[src/rtl/bcd_tick_timer.sv]
// bcd_tick_timer: four-digit BCD up/down timer stepped by a synchronized slow clock.
// Ports: clk, resetn (async, active-low), slow_clk (async data), start/stop/clear/load
//        single-cycle controls, load_value[15:0] BCD preset, mode (0 up, 1 down);
//        outputs count[15:0] BCD, running (RUN), done (DONE), tick (slow_clk rise pulse).
module bcd_tick_timer #(
    parameter int unsigned TICKS_PER_STEP = 1
) (
    input  logic        clk,
    input  logic        resetn,
    input  logic        slow_clk,
    input  logic        start,
    input  logic        stop,
    input  logic        clear,
    input  logic        load,
    input  logic [15:0] load_value,
    input  logic        mode,
    output logic [15:0] count,
    output logic        running,
    output logic        done,
    output logic        tick
);

    typedef enum logic [1:0] {
        IDLE  = 2'd0,
        RUN   = 2'd1,
        PAUSE = 2'd2,
        DONE  = 2'd3
    } state_t;

    localparam logic [7:0] PRE_LAST = 8'(TICKS_PER_STEP - 1);

    state_t      state_q, state_d;
    logic [15:0] count_q, count_d;
    logic [7:0]  pre_q, pre_d;
    logic        s1_q, s1_d;
    logic        s2_q, s2_d;
    logic        s3_q, s3_d;

    // One BCD step with per-digit ripple carry (up) or borrow (down).
    function automatic logic [15:0] bcd_step(input logic [15:0] v, input logic down);
        logic [15:0] r;
        logic [3:0]  d;
        logic        c;
        r = v;
        c = 1'b1;
        for (int i = 0; i < 4; i++) begin
            d = v[4*i +: 4];
            if (c) begin
                if (down) begin
                    if (d == 4'd0) d = 4'd9;
                    else begin d = d - 4'd1; c = 1'b0; end
                end else begin
                    if (d == 4'd9) d = 4'd0;
                    else begin d = d + 4'd1; c = 1'b0; end
                end
            end
            r[4*i +: 4] = d;
        end
        return r;
    endfunction

    // Non-BCD digits in a preset saturate to 9.
    function automatic logic [15:0] sanitize(input logic [15:0] v);
        logic [15:0] r;
        for (int i = 0; i < 4; i++) begin
            r[4*i +: 4] = (v[4*i +: 4] > 4'd9) ? 4'd9 : v[4*i +: 4];
        end
        return r;
    endfunction

    logic [15:0] term;
    logic [15:0] next_cnt;

    assign term     = mode ? 16'h0000 : 16'h9999;
    assign next_cnt = bcd_step(count_q, mode);
    assign tick     = s2_q & ~s3_q;

    always_comb begin
        s1_d = slow_clk;
        s2_d = s1_q;
        s3_d = s2_q;
    end

    always_comb begin
        state_d = state_q;
        count_d = count_q;
        pre_d   = pre_q;
        if (clear) begin
            state_d = IDLE;
            count_d = 16'h0000;
            pre_d   = 8'd0;
        end else if (load) begin
            state_d = IDLE;
            count_d = sanitize(load_value);
            pre_d   = 8'd0;
        end else begin
            unique case (state_q)
                IDLE: begin
                    if (start) begin
                        state_d = (count_q == term) ? DONE : RUN;
                        pre_d   = 8'd0;
                    end
                end
                RUN: begin
                    // A stop wins over a coincident step; the prescaler is frozen too.
                    if (stop) begin
                        state_d = PAUSE;
                    end else if (tick) begin
                        if (pre_q == PRE_LAST) begin
                            pre_d   = 8'd0;
                            count_d = next_cnt;
                            if (next_cnt == term) state_d = DONE;
                        end else begin
                            pre_d = pre_q + 8'd1;
                        end
                    end
                end
                PAUSE: begin
                    if (start) state_d = (count_q == term) ? DONE : RUN;
                end
                DONE: begin
                    state_d = DONE;
                end
                default: state_d = IDLE;
            endcase
        end
    end

    always_ff @(posedge clk or negedge resetn) begin
        if (!resetn) begin
            state_q <= IDLE;
            count_q <= 16'h0000;
            pre_q   <= 8'd0;
            s1_q    <= 1'b0;
            s2_q    <= 1'b0;
            s3_q    <= 1'b0;
        end else begin
            state_q <= state_d;
            count_q <= count_d;
            pre_q   <= pre_d;
            s1_q    <= s1_d;
            s2_q    <= s2_d;
            s3_q    <= s3_d;
        end
    end

    assign count   = count_q;
    assign running = (state_q == RUN);
    assign done    = (state_q == DONE);

endmodule

[config.mk]
export PLATFORM = sky130hd
export DESIGN_NAME = bcd_tick_timer
export DESIGN_NICKNAME = d
export VERILOG_FILES = /design/src/rtl/bcd_tick_timer.sv
export SDC_FILE = /design/constraint.sdc
export NUM_CORES = 1
export LEC_CHECK = 0
export CAP_MARGIN = 20
export CORE_MARGIN = 3
export CORE_UTILIZATION = 40
export CTS_BUF_LIST = sky130_fd_sc_hd__clkbuf_4 sky130_fd_sc_hd__clkbuf_8
export CTS_CLUSTER_DIAMETER = 100
export DETAILED_ROUTE_END_ITERATION = 8
export HOLD_SLACK_MARGIN = 0.08
export SKIP_LAST_GASP = 1
export SLEW_MARGIN = 10
export SYNTH_ARGS = -nofsm -noshare
export SYNTH_HDL_FRONTEND = slang
export SYNTH_SLANG_ARGS = --single-unit
[constraint.sdc]
create_clock -name clk -period 7 [get_ports clk]
set_clock_uncertainty 0.05 [all_clocks]
set_input_delay 1.05 -clock clk [delete_from_list [all_inputs] [get_ports clk]]
set_output_delay 1.05 -clock clk [all_outputs]
set_load 0.005 [all_outputs]
==> metrics.txt, run 1 <==
status finished clean; Critical R2R Capture state_q[1]; Final Hold Viols 0; total CTS buffers 5; Wirelength per Cell between 15 and 20 um; total congestion overflow 0; Leak Pwr roughly 1.2 nW; NumNets Final between 300 and 400; minimum clock period after layout approximately 3.6 ns; Mapped Nets about 370; CTS Sinks 29; synth unique cells 66; FF+latch count, synth 29; Via density 6.06; Ports 43; Slew @ Worst Pin approximately 0.95 ns; Max VDD drop between 0.09 and 0.1 mV; worst stage delay on the critical path between 0.4 and 0.5 ns; PD cells 176 mW/mm^2; ranking of synthesized cells by area dfrtp_1 (28%), o21ai_0 (8.0%), a21oi_1 (4.8%), nor2_1 (3.8%), nand2_1 (3.3%); total of max-cap violations 0; first-pass GRT wire length ~13 mm; Die Span Y 86.3 um; Critical Path Start Type input port; Top Layer Used met4; metal2 WL around 3.3 mm; RSZ-0062 raised after global routing false; clk root buf clkbuf_8; Mapped Area ~0.0026 sq mm; ratio of cells with drive above 1 in the final layout ~7.1%; commonest non-fill, non-tap cells in the layout clkdlybuf4s50_1 (42), o21ai_0 (41), dfrtp_1 (29); Relative slew margins 36.1%; Ys Warns 0; n_diodes 0; largest net degree at the start of global routing between 40 and 50; r2r setup slk 4.13 ns; routed wl met3 around 470 um; commonest non-fill, non-tap cell in the layout clkdlybuf4s50_1; Top FF cell, synth dfrtp_1; Port Buf Inserts 42; post_cts resized 0; Max Freq 280 MHz; Max Transition Viols Final 0; residual DRC count 0; hold path depth 0; core area approximately 0.0061 sq mm; Clk Latency, worst-skew pair between 0.2 and 0.3 ns; ys async rst share 100%; CP cell instances clkdlybuf4s50_1, buf_4, and4bb_1, nor2_4, or3_4, o41ai_2, o221a_2, a211oi_1, a21o_1; final design area excluding fillers between 0.003 and 0.004 sq mm; EDFF count, synth 0; drt first pass iters 4; HP Class flop to flop; Reg2Reg Launch Point count[0]; final core utilization about half; critical path arrival about 3.7 ns; Slowest cell on crit path clkdlybuf4s50_1; Max clock buf depth 2; gpl congestion 0.897; met1 wire length 3.79 mm; Setup Crit Path Kind input port to flop; final setup fails 0; Fin Hold WS about 0.30 ns; initial antenna violation count 0; Starting Density 42.3%; Required @ worst endpoint about 7 ns; Seq/Total Area, Yosys ~28%; Final period util between 50% and 60%; post-synth top area cell dfrtp_1; Hold Path Sink s2_q; DP HPWL 5.34 mm; Post-DRT Antenna Nets 0; Post-Synthesis Cells about 340; Die ar. approximately 0.0074 sq mm; die width roughly 86 um; Post-CTS Setup Repair Bufs 0; HP Start s1_q; vias in the first global route 2554; Design Power between 0.0005 and 0.0006 W; CTS Hold Bufs 0; dpl cell area approximately 0.0030 sq mm; crit end category flop; CTS H-tree depth 2; initial DRC count 295; via count roughly 2700; area grow syn2layout 21.7%; Setup TNS Final 0 ns; Synth top area share between 20% and 30%; FILL cells approximately 610; syn avg cell area roughly 7.6 sq um; CTS tree built; CP max FO between 40 and 50; Worst-path clk slew 0.07 ns; GRT Total Usage between 20% and 30%; Worst R2R Path Depth 9; aggregate routed wire length around 7.7 mm; num rows 28
## sequential cells by signal (all words and copies together), names as in the netlist
name     flops
state_q      2
s2_q         1
s3_q         1
count       16
s1_q         1
pre_q        8
## layer usage
metal / track usage [%] / vias up
li1: - / 1312
met5: 0 / -
met4: 6.23 / 0
met1: 33.0 / 1273
met3: 3.90 / 6
met2: 31.7 / 87
## per-stage QoR
step	setup slack (ns)	instances
2_1_floorplan	4.24	339
3_3_place_gp	3.22	434
3_5_place_dp	3.17	434
4_1_cts	3.46	442
5_1_grt	3.14	442
6_report	3.43	442
## critical path: cells and delay by family
family                 cells  cell delay, ns
AND/OR/NAND/NOR            3            0.99
AO/OA/AOI/OAI              4            0.82
buffers and inverters      2            0.82
## cell type report
class	instances	area (sq um)	share of cell area, %
clock inverters	1	30.0	0.956
multi-input cells	267	1690	53.8
clock buffers	7	90.1	2.87
well taps	75	93.8	2.99
flip-flops and latches	29	726	23.1
repair buffers	45	443	14.1
inverters	18	67.6	2.15
## cell usage after synthesis (3+ instances only)
cell type	count
dfrtp_1	29
o21a_1	5
o21ai_0	41
a2bb2oi_1	3
and3_1	6
nand2_1	23
mux2i_1	6
o22ai_1	5
nand3_1	8
inv_1	18
a31oi_1	5
nor3_1	11
buf_2	4
a21oi_1	25
nor4b_1	4
and2_1	5
o31ai_1	11
nand4_1	3
nor2_1	26
a22oi_1	6
clkbuf_1	19
ha_1	5
nand2b_1	7
nor2b_1	12
## worst max-delay path by stage
stage	startpoint	endpoint	cells past startpoint
after floorplan	mode	count[15]	7
after global placement	mode	count[15]	9
after detailed placement	mode	count[15]	9
after CTS	mode	count[15]	9
after global routing	mode	state_q[1]	9
final	mode	count[15]	9
## power breakdown
part / total [W] / switching, W / internal (W) / leakage (nW)
Clock: 0.000189 / 0.0000687 / 0.000120 / 0.0619
Sequential: 0.000205 / 0.0000279 / 0.000177 / 0.386
Combinational: 0.000160 / 0.0000842 / 0.0000753 / 0.761
## logic make-up (layout without fill, tap and decap cells)
group           after synthesis  count (layout)  share of synthesized area [%]
compound gates              128             128                           32.4
simple gates                124             124                           26.6
buf+inv                      43              71                           6.60
flops                        29              29                           28.1
mux                           7               7                           2.76
fa+ha+maj                     5               5                           2.42
xor+xnor                      3               3                           1.02
Power figures use the tool's default switching activity.
==> inputs of run 2 (changes only) <==
--- a/config.mk
+++ b/config.mk
@@ -12,6 +12,7 @@
 export CTS_CLUSTER_DIAMETER = 100
 export DETAILED_ROUTE_END_ITERATION = 8
 export HOLD_SLACK_MARGIN = 0.08
+export PLACE_DENSITY = 0.65
 export SKIP_LAST_GASP = 1
 export SLEW_MARGIN = 10
 export SYNTH_ARGS = -nofsm -noshare
==> constraint.sdc (replaced) <==
create_clock -name clk -period 3.15 [get_ports clk]
set_clock_uncertainty 0.05 [all_clocks]
set_input_delay 0.4725 -clock clk [delete_from_list [all_inputs] [get_ports clk]]
set_output_delay 0.4725 -clock clk [all_outputs]
set_load 0.005 [all_outputs]
==> metrics.txt, run 2 (same netlist as run 1, synthesis figures left out) <==
total of max-cap violations 0 (unchanged); clk root buf clkbuf_8; Post-CTS Setup Repair Bufs 0 (unchanged); HP Start s1_q; Final Hold Viols 0 (unchanged); Die ar. 0.00745 sq mm (unchanged); final core utilization 52.8% (+1.3 points); CTS Sinks 29 (unchanged); Via density 6.24 (+3.0%); final design area excluding fillers 0.00322 sq mm (+2.5%); CP cell instances inv_1, ha_1, and4bb_2, nor2_4, or3_4, o41ai_2, o221a_2, a211oi_1, a21o_1; ratio of cells with drive above 1 in the final layout 10.7% (+3.6 points); Setup Crit Path Kind flop to flop; NumNets Final 410 (+3.8%); final setup fails 0 (unchanged); aggregate routed wire length 7.80 mm (+1.4%); Wirelength per Cell 17.1 um (-1.9%); Max Transition Viols Final 0 (unchanged); hold path depth 0 (unchanged); critical path arrival 2.78 ns (-0.92 ns); Leak Pwr 1.27 nW (+4.9%); CTS Hold Bufs 0 (unchanged); CP max FO 7 (-84%); GRT Total Usage 21.7% (-0.17 points); Starting Density 42.3% (unchanged); Max VDD drop 0.174 mV (+84%); residual DRC count 0 (unchanged); max reg flops 16 (unchanged); CTS H-tree depth 2 (unchanged); via count 2852 (+6.5%); Post-DRT Antenna Nets 0 (unchanged); Required @ worst endpoint 3.29 ns (-3.84 ns); initial antenna violation count 0 (unchanged); r2r setup slk 0.50 ns (-3.63 ns); Worst-path clk slew 0.07 ns (about the same); commonest non-fill, non-tap cell in the layout clkdlybuf4s50_1; PD cells 356 mW/mm^2 (+100%); delay-heaviest family, CP compound AO/OA/AOI/OAI gates; Critical R2R Capture count[15]; worst stage delay on the critical path 0.46 ns (about the same); Max Freq about 380 MHz; post_cts resized 0 (unchanged); gpl congestion 0.952 (+6.2%); first-pass GRT wire length 13.1 mm (+0.48%); Reg2Reg Launch Point count[1]; largest net degree at the start of global routing 30 (-32%); vias in the first global route 2653 (+3.9%); num rows 28 (unchanged); total congestion overflow 0 (unchanged); core area 0.00610 sq mm (unchanged); Ports 43 (unchanged); minimum clock period after layout about 2.6 ns; CTS tree built; Worst R2R Path Depth 9 (unchanged); n_diodes 0 (unchanged); Die Span Y 86.3 um (unchanged); area grow syn2layout 24.8%; HP Class flop to flop; Crit. path cell count 9 (unchanged); commonest non-fill, non-tap cells in the layout clkdlybuf4s50_1 (42), o21ai_0 (41), dfrtp_1 (29); total CTS buffers 5 (unchanged); Critical Path Start Type flop; Setup TNS Final 0 ns (unchanged); FILL cells 597 (-1.8%); CP bufs+invs 1 (-1); die width 86.3 um (unchanged); dpl cell area 0.00313 sq mm (+3.7%); status finished clean; Port Buf Inserts 42 (unchanged); RSZ-0062 raised after global routing false; Clk Latency, worst-skew pair 0.29 ns (about the same); Final period util 84.0%; Slew @ Worst Pin 0.501 ns (-0.450 ns); initial DRC count 236 (-20%); crit end category flop; Slowest cell on crit path dfrtp_1; DP HPWL 5.66 mm (+6.1%); Hold Path Sink s2_q; Relative slew margins 66.5% (+30 points); Max clock buf depth 2 (unchanged); drt first pass iters 5 (+1)
[run 2: cell types whose count changed in the layout (fill, tap and decap cells not counted), sizes merged]
cell	delta
clkbuf	-1
buf	+15
bufinv	-1
clkinv	+2
[run 2: metal layers]
| layer | track usage, % | vias to the layer above | part of all wire [%] | wire [um] |
|---|---|---|---|---|
| met5 | 0 | - | 0 | 0 |
| met4 | 6.52 | 0 | 1.8 | 139 |
| met3 | 3.23 | 19 | 6.9 | 535 |
| met2 | 35.7 | 122 | 47 | 3630 |
| met1 | 29.6 | 1375 | 45 | 3490 |
| li1 | - | 1336 | - | - |
[run 2: where the power goes]
part	leakage, nW	total [W]	internal, W	switching, W
clock	0.0484	0.000312	0.000162	0.000151
combinational	0.833	0.000385	0.000185	0.000201
sequential	0.386	0.000447	0.000393	0.0000543
total	1.27	0.00114	0.000739	0.000406
[run 2: how the worst max path moves through the flow]
stage	from	to
finish	count[1]	count[15]
global route	count[1]	state_q[1]
CTS	count[1]	count[15]
detailed placement	mode	count[15]
global placement	mode	state_q[1]
floorplan	count[0]	count[15]
[run 2: stage by stage]
stage	hold slack, ns	setup slack, ns	cells	power [W]
after global placement	0.294	0.302	449	0.000833
after floorplan	0.127	0.585	339	0.000672
after detailed placement	0.295	0.288	449	0.000832
after global routing	0.318	0.326	457	0.00121
final	0.306	0.504	457	0.00114
after CTS	0.308	0.526	457	0.00115
[run 2: area by class of cell]
cell class	instances	area [sq um]	share of cell area (%)
clock buffer	6	76.3	2.37
clock inverter	2	10.0	0.311
inverter	18	67.6	2.10
multi-input combinational	267	1690	52.5
sequential	29	726	22.5
tap	75	93.8	2.91
timing repair buffer	60	556	17.3
